**config.mk**
```make
export PLATFORM = sky130hd
export DESIGN_NAME = eth_tx_framer
export DESIGN_NICKNAME = d
export VERILOG_FILES = /design/src/rtl/eth_tx_framer.sv
export SDC_FILE = /design/constraint.sdc
export NUM_CORES = 1
export LEC_CHECK = 0
export BUFFER_PORTS_ARGS = -buffer_cell sky130_fd_sc_hd__buf_2
export CAP_MARGIN = 10
export CORE_AREA = 2 2 137 139
export CTS_CLUSTER_SIZE = 12
export DETAILED_ROUTE_END_ITERATION = 10
export DIE_AREA = 0 0 139 141
export PLACE_DENSITY_LB_ADDON = 0.12
export SYNTH_ARGS = -nofsm -noshare
export SYNTH_HDL_FRONTEND = slang
export SYNTH_SLANG_ARGS = --single-unit
```
**constraint.sdc**
```tcl
create_clock -name clk -period 5.86 [get_ports clk]
set_input_delay 1.172 -clock clk [delete_from_list [all_inputs] [get_ports clk]]
set_output_delay 1.172 -clock clk [all_outputs]
set_load 0.1 [all_outputs]
```
**src/rtl/eth_tx_framer.sv**
```systemverilog
// Ethernet TX framer: prepends the 14-byte L2 header to a 32-bit payload stream,
// realigns payload by 16 bits behind the header and zero-pads short frames to
// MIN_FRAME_BYTES (FCS excluded). The output is a single register stage.
//
// Handshake rule (all three interfaces): a beat transfers on a rising clk edge
// where valid and ready are both 1. A source holds valid and its data stable
// until that edge.
//
// FSM notes: HDR0/HDR1/HDR2 name the header word held in the output register.
// Payload words are generated from HDR2 onward (the first payload word
// replaces the HDR2 word with no bubble). The state holding the tlast beat
// stays put until that beat is accepted, then returns to IDLE.
module eth_tx_framer #(
  parameter int MIN_FRAME_BYTES = 60,
  parameter int LEN_W           = 11
) (
  input  logic        clk,
  input  logic        reset_n,
  input  logic [47:0] eth_hdr_mac_dest_i,
  input  logic [47:0] eth_hdr_mac_src_i,
  input  logic [15:0] eth_hdr_mac_type_i,
  input  logic        eth_hdr_vld_i,
  output logic        eth_hdr_rdy_o,
  input  logic [31:0] eth_pay_tdata_i,
  input  logic        eth_pay_tvld_i,
  input  logic        eth_pay_tlast_i,
  input  logic [3:0]  eth_pay_tkeep_i,
  output logic        eth_pay_trdy_o,
  output logic [31:0] eth_tx_tdata_o,
  output logic        eth_tx_tvld_o,
  output logic        eth_tx_tlast_o,
  output logic [3:0]  eth_tx_tkeep_o,
  input  logic        eth_tx_trdy_i,
  output logic [15:0] tx_frame_cnt_o
);

  typedef enum logic [2:0] {IDLE, HDR0, HDR1, HDR2, DATA, FLUSH, PAD} state_t;

  localparam logic [LEN_W:0] MIN_L = (LEN_W+1)'(MIN_FRAME_BYTES);
  localparam logic [LEN_W:0] FOUR  = (LEN_W+1)'(4);

  state_t            state_q, state_d;
  logic [15:0]       dest_lo_q, dest_lo_d;
  logic [47:0]       src_q, src_d;
  logic [15:0]       carry_q, carry_d;
  logic              flush_two_q, flush_two_d;
  logic [LEN_W-1:0]  cnt_q, cnt_d;
  logic [31:0]       tdata_q, tdata_d;
  logic [3:0]        tkeep_q, tkeep_d;
  logic              tlast_q, tlast_d;
  logic              tvld_q, tvld_d;
  logic [15:0]       frame_cnt_q, frame_cnt_d;
  logic              rdy_en_q;

  logic              ld;
  logic              hdr_rdy;
  logic              pay_rdy;
  logic [3:0]        beat_keep;
  logic [LEN_W:0]    ext;
  logic [LEN_W:0]    rem;
  logic              close_en;
  logic [31:0]       close_word;
  logic [2:0]        close_k;
  logic [2:0]        close_n;

  // Byte count (1..4) to MSB-contiguous keep.
  function automatic logic [3:0] keep_of(input logic [2:0] n);
    case (n)
      3'd1:    keep_of = 4'b1000;
      3'd2:    keep_of = 4'b1100;
      3'd3:    keep_of = 4'b1110;
      default: keep_of = 4'b1111;
    endcase
  endfunction

  // Frame byte counter add that sticks at all-ones.
  function automatic logic [LEN_W-1:0] sat_add(input logic [LEN_W-1:0] c, input logic [2:0] n);
    logic [LEN_W:0] s;
    s = {1'b0, c} + (LEN_W+1)'(n);
    sat_add = s[LEN_W] ? {LEN_W{1'b1}} : s[LEN_W-1:0];
  endfunction

  assign ld             = !tvld_q || eth_tx_trdy_i;
  assign eth_hdr_rdy_o  = hdr_rdy;
  assign eth_pay_trdy_o = pay_rdy;
  assign eth_tx_tdata_o = tdata_q;
  assign eth_tx_tvld_o  = tvld_q;
  assign eth_tx_tlast_o = tlast_q;
  assign eth_tx_tkeep_o = tkeep_q;
  assign tx_frame_cnt_o = frame_cnt_q;

  // Normalise payload keep: only a contiguous keep on the last beat is honoured.
  always_comb begin
    beat_keep = 4'b1111;
    if (eth_pay_tlast_i) begin
      case (eth_pay_tkeep_i)
        4'b1000, 4'b1100, 4'b1110: beat_keep = eth_pay_tkeep_i;
        default:                   beat_keep = 4'b1111;
      endcase
    end
  end

  // Next-state, output-stage load and frame length bookkeeping.
  always_comb begin
    state_d     = state_q;
    dest_lo_d   = dest_lo_q;
    src_d       = src_q;
    carry_d     = carry_q;
    flush_two_d = flush_two_q;
    cnt_d       = cnt_q;
    tdata_d     = tdata_q;
    tkeep_d     = tkeep_q;
    tlast_d     = tlast_q;
    tvld_d      = tvld_q;
    frame_cnt_d = frame_cnt_q;
    hdr_rdy     = (state_q == IDLE) && rdy_en_q;
    pay_rdy     = 1'b0;
    ext         = {1'b0, cnt_q};
    rem         = MIN_L - ext;
    close_en    = 1'b0;
    close_word  = 32'h0;
    close_k     = 3'd4;
    close_n     = 3'd4;

    if (tvld_q && tlast_q) begin
      // Final beat on the output: wait for it to be taken, then go idle.
      if (eth_tx_trdy_i) begin
        tvld_d      = 1'b0;
        tlast_d     = 1'b0;
        state_d     = IDLE;
        frame_cnt_d = frame_cnt_q + 16'd1;
      end
    end else begin
      case (state_q)
        IDLE: begin
          if (hdr_rdy && eth_hdr_vld_i) begin
            dest_lo_d = eth_hdr_mac_dest_i[15:0];
            src_d     = eth_hdr_mac_src_i;
            carry_d   = eth_hdr_mac_type_i;   // type leads the first payload word
            tdata_d   = eth_hdr_mac_dest_i[47:16];
            tkeep_d   = 4'b1111;
            tlast_d   = 1'b0;
            tvld_d    = 1'b1;
            cnt_d     = LEN_W'(4);
            state_d   = HDR0;
          end
        end
        HDR0: begin
          if (ld) begin
            tdata_d = {dest_lo_q, src_q[47:32]};
            cnt_d   = sat_add(cnt_q, 3'd4);
            state_d = HDR1;
          end
        end
        HDR1: begin
          if (ld) begin
            tdata_d = src_q[31:0];
            cnt_d   = sat_add(cnt_q, 3'd4);
            state_d = HDR2;
          end
        end
        HDR2, DATA: begin
          pay_rdy = ld;
          if (ld) begin
            if (!eth_pay_tvld_i) begin
              tvld_d = 1'b0;
            end else if (!eth_pay_tlast_i) begin
              tdata_d = {carry_q, eth_pay_tdata_i[31:16]};
              tkeep_d = 4'b1111;
              tvld_d  = 1'b1;
              carry_d = eth_pay_tdata_i[15:0];
              cnt_d   = sat_add(cnt_q, 3'd4);
              state_d = DATA;
            end else begin
              case (beat_keep)
                4'b1000: begin
                  close_en   = 1'b1;
                  close_word = {carry_q, eth_pay_tdata_i[31:24], 8'h00};
                  close_k    = 3'd3;
                end
                4'b1100: begin
                  close_en   = 1'b1;
                  close_word = {carry_q, eth_pay_tdata_i[31:16]};
                  close_k    = 3'd4;
                end
                default: begin
                  // 3 or 4 bytes: the tail spills into a FLUSH word.
                  tdata_d     = {carry_q, eth_pay_tdata_i[31:16]};
                  tkeep_d     = 4'b1111;
                  tvld_d      = 1'b1;
                  flush_two_d = (beat_keep == 4'b1111);
                  carry_d     = (beat_keep == 4'b1111) ? eth_pay_tdata_i[15:0]
                                                       : {eth_pay_tdata_i[15:8], 8'h00};
                  cnt_d       = sat_add(cnt_q, 3'd4);
                  state_d     = FLUSH;
                end
              endcase
            end
          end
        end
        FLUSH: begin
          if (ld) begin
            close_en   = 1'b1;
            close_word = {carry_q, 16'h0000};
            close_k    = flush_two_q ? 3'd2 : 3'd1;
          end
        end
        PAD: begin
          if (ld) begin
            tdata_d = 32'h0;
            tvld_d  = 1'b1;
            if (rem <= FOUR) begin
              tlast_d = 1'b1;
              tkeep_d = keep_of(rem[2:0]);
              cnt_d   = sat_add(cnt_q, rem[2:0]);
            end else begin
              tkeep_d = 4'b1111;
              cnt_d   = sat_add(cnt_q, 3'd4);
            end
          end
        end
        default: state_d = IDLE;
      endcase

      // Last payload word: either it ends the frame or padding follows.
      if (close_en) begin
        tdata_d = close_word;
        tvld_d  = 1'b1;
        if (ext + FOUR >= MIN_L) begin
          close_n = (ext + (LEN_W+1)'(close_k) >= MIN_L) ? close_k : rem[2:0];
          tlast_d = 1'b1;
          tkeep_d = keep_of(close_n);
          cnt_d   = sat_add(cnt_q, close_n);
        end else begin
          tlast_d = 1'b0;
          tkeep_d = 4'b1111;
          cnt_d   = sat_add(cnt_q, 3'd4);
          state_d = PAD;
        end
      end
    end
  end

  // State, header capture and output register stage.
  always_ff @(posedge clk or negedge reset_n) begin
    if (!reset_n) begin
      state_q     <= IDLE;
      dest_lo_q   <= '0;
      src_q       <= '0;
      carry_q     <= '0;
      flush_two_q <= 1'b0;
      cnt_q       <= '0;
      tdata_q     <= '0;
      tkeep_q     <= '0;
      tlast_q     <= 1'b0;
      tvld_q      <= 1'b0;
      frame_cnt_q <= '0;
      rdy_en_q    <= 1'b0;
    end else begin
      state_q     <= state_d;
      dest_lo_q   <= dest_lo_d;
      src_q       <= src_d;
      carry_q     <= carry_d;
      flush_two_q <= flush_two_d;
      cnt_q       <= cnt_d;
      tdata_q     <= tdata_d;
      tkeep_q     <= tkeep_d;
      tlast_q     <= tlast_d;
      tvld_q      <= tvld_d;
      frame_cnt_q <= frame_cnt_d;
      rdy_en_q    <= 1'b1;
    end
  end

endmodule

```
==> results of run 1 <==
[power breakdown]
| part | total [mW] | switching (mW) | internal, mW |
|---|---|---|---|
| sequential | 1.79 | 0.309 | 1.48 |
| clock | 1.09 | 0.521 | 0.569 |
| combinational | 3.65 | 2.54 | 1.11 |
[flip-flops by register name (all words and copies together), names as in the netlist]
| signal | cells |
|---|---|
| dest_lo_q | 16 |
| eth_tx_tvld_o | 1 |
| eth_tx_tdata_o | 32 |
| tx_frame_cnt_o | 16 |
| eth_tx_tlast_o | 1 |
| flush_two_q | 1 |
| eth_tx_tkeep_o | 4 |
| cnt_q | 11 |
| state_q | 3 |
| src_q | 48 |
| carry_q | 16 |
| rdy_en_q | 1 |
[how the worst max path moves through the flow]
| stage | from | to | slack [ns] | depth (start not counted) |
|---|---|---|---|---|
| global route | eth_tx_trdy_i | cnt_q[8] | 0.07 | 25 |
| floorplan | eth_tx_trdy_i | cnt_q[5] | 0.23 | 22 |
| finish | eth_tx_trdy_i | cnt_q[5] | 0.48 | 22 |
| CTS | state_q[1] | cnt_q[8] | 0.35 | 25 |
| global placement | eth_tx_trdy_i | cnt_q[8] | 0.05 | 25 |
| detailed placement | eth_tx_trdy_i | cnt_q[8] | -0.07 | 25 |
[worst reg2reg max path, delay by kind of cell (launching register included)]
family	cells	cell delay (ns)
AND/OR/NAND/NOR	10	2.12
AO/OA/AOI/OAI	7	1.23
buffers and inverters	1	0.06
flip-flops	1	0.53
adder cells (fa/ha/maj)	3	0.93
multiplexers	1	0.37
[through the flow]
step / setup TNS, ns / std cells / area, um^2 / worst slack (ns)
2_1_floorplan: 0 / 965 / 8907 / 0.2274
3_3_place_gp: 0 / 1370 / 10200 / 0.04556
3_5_place_dp: -0.1194 / 1370 / 10200 / -0.07346
4_1_cts: 0 / 1402 / 10790 / 0.3505
5_1_grt: 0 / 1403 / 10810 / 0.07339
6_report: 0 / 1404 / 10810 / 0.4783
[Yosys cell counts, drive strengths merged (4+ instances only)]
cell,count,area (um^2)
buf,34,173.9
o221ai,4,41.29
nor2b,19,121.4
xnor2,15,131.4
a221oi,13,113.9
and4,4,35.03
nor2,81,304.0
a31oi,29,181.4
nand2b,12,77.58
nor4,6,52.55
o2111ai,5,43.79
o211ai,5,37.54
inv,31,116.4
and3,8,50.05
a22o,5,43.79
dfrtp,150,3754
or3,7,43.79
a22oi,24,180.2
nand2,106,400.4
nand4,11,68.82
a222oi,10,100.1
xor2,9,78.83
a21oi,57,292.8
nor3,11,55.05
mux2,73,825.8
o21ai,86,434.2
o22ai,9,56.30
a211oi,7,52.55
a21boi,4,30.03
clkbuf,31,116.4
a2111oi,6,52.55
o21bai,4,30.03
a21o,6,45.04
ha,16,200.2
nand3,18,95.09
[logic make-up (layout without fill, tap and decap cells)]
logic type	Yosys count	after routing
XOR/XNOR	24	24
multiplexers	76	76
AO/OA/AOI/OAI	302	302
buffers and inverters	96	299
other	1	3
adder cells (fa/ha/maj)	18	18
AND/OR/NAND/NOR	298	298
flip-flops	150	150
[layer usage]
metal,GRT usage [%],share of wire [%],wire length (um)
met5,0,0,0
met4,10.74,3.1,842
met3,6.420,6.8,1823
met2,46.31,49,13240
met1,33.91,41,10950
[placed cells by master (no fill, tap or decap), types with 6 or more instances in the layout]
master / instances
inv_1: 31
a22oi_1: 24
dfrtp_1: 149
xnor2_1: 15
nand3_1: 17
buf_2: 208
nor2_1: 79
nor2b_1: 17
nand2b_1: 11
o22ai_1: 9
buf_4: 27
a31oi_1: 28
mux2_2: 72
a21oi_1: 54
a211oi_1: 6
o21ai_0: 79
a2111oi_0: 6
a21o_1: 6
nand2_1: 105
a222oi_1: 10
xor2_1: 9
nand4_1: 11
ha_1: 16
a221oi_1: 13
or3_1: 7
nor3_1: 11
clkbuf_16: 17
and3_1: 8
[layout make-up]
type / count / area [um^2]
Timing Repair Buffer: 236 / 1255
Inverter: 31 / 116.4
Clock buffer: 17 / 425.4
Antenna cell: 2 / 5.005
Clock inverter: 15 / 166.4
Tap cell: 234 / 292.8
Fill cell: 1674 / 7460
Multi-Input combinational cell: 719 / 4792
Sequential cell: 150 / 3755
==> flow_summary.json, run 1 <==
{
  "grt_max_degree": 102,
  "cap_violations": 0,
  "async_reset_ff_share_pct": 100.0,
  "htree_levels": 4,
  "tightestPinTransition_ns": 1.024,
  "cp.required_ns": 6.15,
  "cp-start-kind": "primary input",
  "final_util_pct": 59.16,
  "fin_crit_ns": 5.382,
  "grt_first_pass_wirelength_um": 42650,
  "antenna_found_initial": 3,
  "synth.avg_cell_area_um2": 9.230,
  "hold_ws_ns": 0.4581,
  "ys_seq_elements": 150,
  "numCtsBuffers": 17,
  "final_hold_viol_count": 0,
  "clock_latency_ns": 0.43,
  "p_per_area_nw_per_um2": 604.0,
  "synth_compound_area_share_pct": 22.52,
  "cts.sinks": 150,
  "r2r-start": "state_q[1]",
  "gp_congestion": 0.9438,
  "syn_to_final_growth_pct": 21.34,
  "wl_um": 26860,
  "cp-end-kind": "register",
  "cts.clk_slew.worst_paths_ns": 0.07,
  "critPathMaxFanout": 5,
  "min_from": "tx_frame_cnt_o[15]",
  "drive_gt1_share_pct": 31.42,
  "setup_viol_count_final": 0,
  "cp_slowest_cell": "fa_1",
  "synth_fa_ha_area_share_pct": 2.697,
  "initial_core_util_pct": 48.76,
  "critical_path.reg2reg.endpoint": "cnt_q[5]",
  "synth_nets": 1137,
  "via_per_inst": 5.905,
  "fin_total_pwr_mw": 6.528,
  "ir_drop_v": 0.0003665,
  "synth_cells": 965,
  "post_cts_buffers": 0,
  "whs_endpoint": "tx_frame_cnt_o[15]",
  "postCtsHoldBufs": 0,
  "synth_area_um2": 8907,
  "ant_nets": 0,
  "io_pins": 210,
  "synth_ff_type": "dfrtp_1",
  "regToRegSetupSlack_ns": 0.51,
  "max_stage_delay_ns": 0.42,
  "synth_simple_gate_area_share_pct": 16.07,
  "io_buffers": 209,
  "setup.worst_path.class": "in -> reg",
  "whs_path_depth": 1,
  "skew_ns": 0.008551,
  "hp-class": "reg -> reg",
  "post-route-drc-count": 0,
  "rows": 50,
  "cts_tree": "done",
  "p_leak_nw": 4.818,
  "grt_overflow": 0,
  "die_height_um": 141,
  "muxShareOfSynthArea_pct": 9.608,
  "worstPathArrival_ns": 5.68,
  "yosys_warnings": 0,
  "design.die.area_um2": 19600,
  "place_hpwl_um": 19320,
  "reg2reg_depth": 22,
  "fin_nets": 1327,
  "synth-edff-count": 0,
  "grt_pass1_vias": 8031,
  "grt_usage_pct": 27.30,
  "rsz0062_at_grt": "no",
  "cp_top_family": "simple AND/OR/NAND/NOR gates",
  "final-max-slew-violation-count": 0,
  "fp.dieW_um": 139,
  "cts_resized": 0,
  "root_buffer": "clkbuf_16",
  "cts.path.max_buffers": 2,
  "synth_top_family_by_area": "compound AO/OA/AOI/OAI gates",
  "drtPass1Iterations": 7,
  "path_cells": "buf_2 -> nand2b_1 -> nand3_1 -> or3_1 -> o21ai_1 -> ha_1 -> inv_1 -> fa_1 -> nor2b_2 -> nor2_1 -> nor4_2 -> o2111ai_1 -> nor2_2 -> mux2_2 -> ha_1 -> a21o_1 -> a21oi_1 -> nand2b_1 -> nor2_1 -> or3_1 -> a21oi_1 -> a22oi_1",
  "cp_num_buf_inv": 2,
  "fin_crit_sh_pct": 91.84,
  "yosysSeqAreaShare_pct": 42.14,
  "core_um2": 18270,
  "synth-xor-area-share_pct": 2.360,
  "via_count": 8291,
  "relSlewSlack_pct": 31.72,
  "outcome": "finished, final reports clean",
  "fmax_ghz": 0.1858,
  "routedWlPerCell_um": 19.13,
  "synth_cell_types": 83,
  "drt_iter0_drc": 671
}
(Power assumes the default switching activity.)
==> run 2: changes to the inputs <==
- GPL_TIMING_DRIVEN: not set -> 0
- REMOVE_ABC_BUFFERS: not set -> 1
==> run 2 against run 1 <==
Core utilization up 1.3 points. First-iteration DRC count down 4.3%. Global-route usage fell by 0.20 points. Highest routed layer is now met5. Via count up 0.54%. Total power up 3.0%. Worst setup slack got worse by 0.31 ns. Flip-flop and latch count is the same. Sequential share of layout area decreased by 0.70 points. Non-clock buffer count decreased by 5. Worst hold slack improved by 0.0017 ns. Critical path depth shrank 2. Design area increased by 2.2%.
==> flow_summary.json, run 2 (synthesis gave the netlist of run 1 again) <==
{
  "outcome": "finished, final reports clean",
  "fmax_ghz": 0.1757,
  "numPlacedInstances": 1353,
  "fin_crit_ns": 5.693,
  "fin_total_pwr_mw": 6.727,
  "fill_cells": 1639,
  "final-max-slew-violation-count": 0,
  "cp-start-kind": "primary input",
  "post-route-drc-count": 0,
  "largest_reg_flops": 48,
  "ir_drop_v": 0.0004029,
  "routedWlPerCell_um": 19.35,
  "fin_tns_setup_ns": 0,
  "grt_pass1_vias": 8055,
  "core_um2": 18270,
  "cp-end-kind": "register",
  "setup_viol_count_final": 0,
  "grt_overflow": 0,
  "wl_um": 27100,
  "syn_to_final_growth_pct": 24.06,
  "grt_usage_pct": 27.09,
  "top_register": "src_q",
  "p_per_area_nw_per_um2": 608.7,
  "place_ws_ns": -1.367,
  "setup_ws_ns": 0.1673,
  "skew_ns": 0.01431,
  "drt_iter0_drc": 642,
  "drive_gt1_share_pct": 32.44,
  "cts.clk_slew.worst_paths_ns": 0.06,
  "io_pins": 210,
  "grt_first_pass_wirelength_um": 42620,
  "postCtsHoldBufs": 0,
  "setup.worst_path.class": "in -> reg",
  "antenna_found_initial": 7,
  "grt_max_degree": 92,
  "drtPass1Iterations": 5,
  "design.die.area_um2": 19600,
  "place_hpwl_um": 18810,
  "fin_nets": 1322,
  "cts.path.max_buffers": 2,
  "io_buffers": 209,
  "cap_violations": 0,
  "worstPathArrival_ns": 5.98,
  "cp.required_ns": 6.15,
  "fp.dieW_um": 139,
  "die_height_um": 141,
  "critPathMaxFanout": 7,
  "most-common-layout-cells": "208 x buf_2, 147 x dfrtp_1, 105 x nand2_1",
  "hp-class": "reg -> reg",
  "regToRegSetupSlack_ns": 0.22,
  "fin_crit_sh_pct": 97.14,
  "ant_nets": 0,
  "p_leak_nw": 4.891,
  "cts_tree": "done",
  "tightestPinTransition_ns": 1.184,
  "cts.sinks": 150,
  "final_common_cell": "buf_2",
  "final_hold_viol_count": 0,
  "r2r-start": "state_q[1]",
  "fin_cells": 1400,
  "htree_levels": 4,
  "via_count": 8336,
  "initial_core_util_pct": 48.76,
  "clock_latency_ns": 0.42,
  "rows": 50,
  "min_from": "eth_tx_tkeep_o[3]",
  "relSlewSlack_pct": 20.80,
  "gp_congestion": 0.8944,
  "via_per_inst": 5.954,
  "setup.worst_path.start": "eth_pay_tlast_i",
  "numCtsBuffers": 17,
  "root_buffer": "clkbuf_16"
}
-- run 2: changes by cell type in the layout (fill, tap and decap cells not counted), moves of 3 or more --
cell,previous run,this run
nand2b_1,11,8
buf_4,27,10
clkinv_8,5,0
buf_12,0,3
clkbuf_8,0,3
buf_16,0,5
-- run 2: path summary, 6_finish.rpt --
path                                           end  cells past startpoint
min in group asynchronous       tx_frame_cnt_o[12]                      1
worst max-delay path                      cnt_q[5]                     20
worst min register to register   eth_tx_tkeep_o[3]                      1
worst min-delay path             eth_tx_tkeep_o[3]                      1
max in group asynchronous        eth_tx_tdata_o[9]                      2
worst max register to register            cnt_q[5]                     23
-- run 2: per-layer routing --
| metal | share of wire [%] | GRT usage (%) | routed length [um] |
|---|---|---|---|
| met1 | 42 | 36.23 | 11400 |
| met2 | 47 | 43.61 | 12760 |
| met3 | 8.5 | 7.099 | 2290 |
| met4 | 2.4 | 8.134 | 640 |
| met5 | 0.018 | 0 | 5 |
-- run 2: final cells by class --
cell class / count / area, um^2 / area share (%)
sequential: 150 / 3762 / 34.05
clock buffer: 21 / 470.5 / 4.257
multi-input combinational: 719 / 4887 / 44.23
tap: 234 / 292.8 / 2.649
inverter: 31 / 116.4 / 1.053
timing repair buffer: 231 / 1391 / 12.59
antenna: 4 / 10.01 / 0.09058
clock inverter: 10 / 120.1 / 1.087
-- run 2: repair_timing --
item                                    CTS  global route
cloned                                    0             1
buffers inserted                          5             6
pin swaps                                 6             4
endpoints found under the setup margin   11             8
resized for setup                        18            10
-- run 2: report_power, final --
part           switching [mW]  total (mW)  internal (mW)  leakage, nW
Combinational            2.59        3.81           1.22         2.77
Sequential              0.335        1.82           1.49         1.84
Clock                   0.431        1.09          0.661        0.286
Total                    3.36        6.73           3.37         4.89
-- run 2: critical path, cell delays in order --
cell and delay [ns]:
buf_2 0.18, and4bb_2 0.32, a41oi_1 0.14, nor4_1 0.50, inv_1 0.14, ha_1 0.33, and3_1 0.22, o21ai_2 0.21
mux2_4 0.32, o22a_1 0.25, nor2_2 0.18, mux2_2 0.36, ha_1 0.27, a21o_1 0.21, a21oi_4 0.22, nand2b_4 0.19
nor2_1 0.12, or3_1 0.33, a21oi_1 0.20, a22oi_1 0.11
-- run 2: metrics by stage --
step	area, um^2	hold slack, ns	util [%]
global placement	9956	0.4455	54.50
global route	11050	0.4979	60.47
floorplan	8617	0.4728	-
CTS	10940	0.4659	59.86
detailed placement	10220	0.4485	55.94
finish	11050	0.4598	60.49
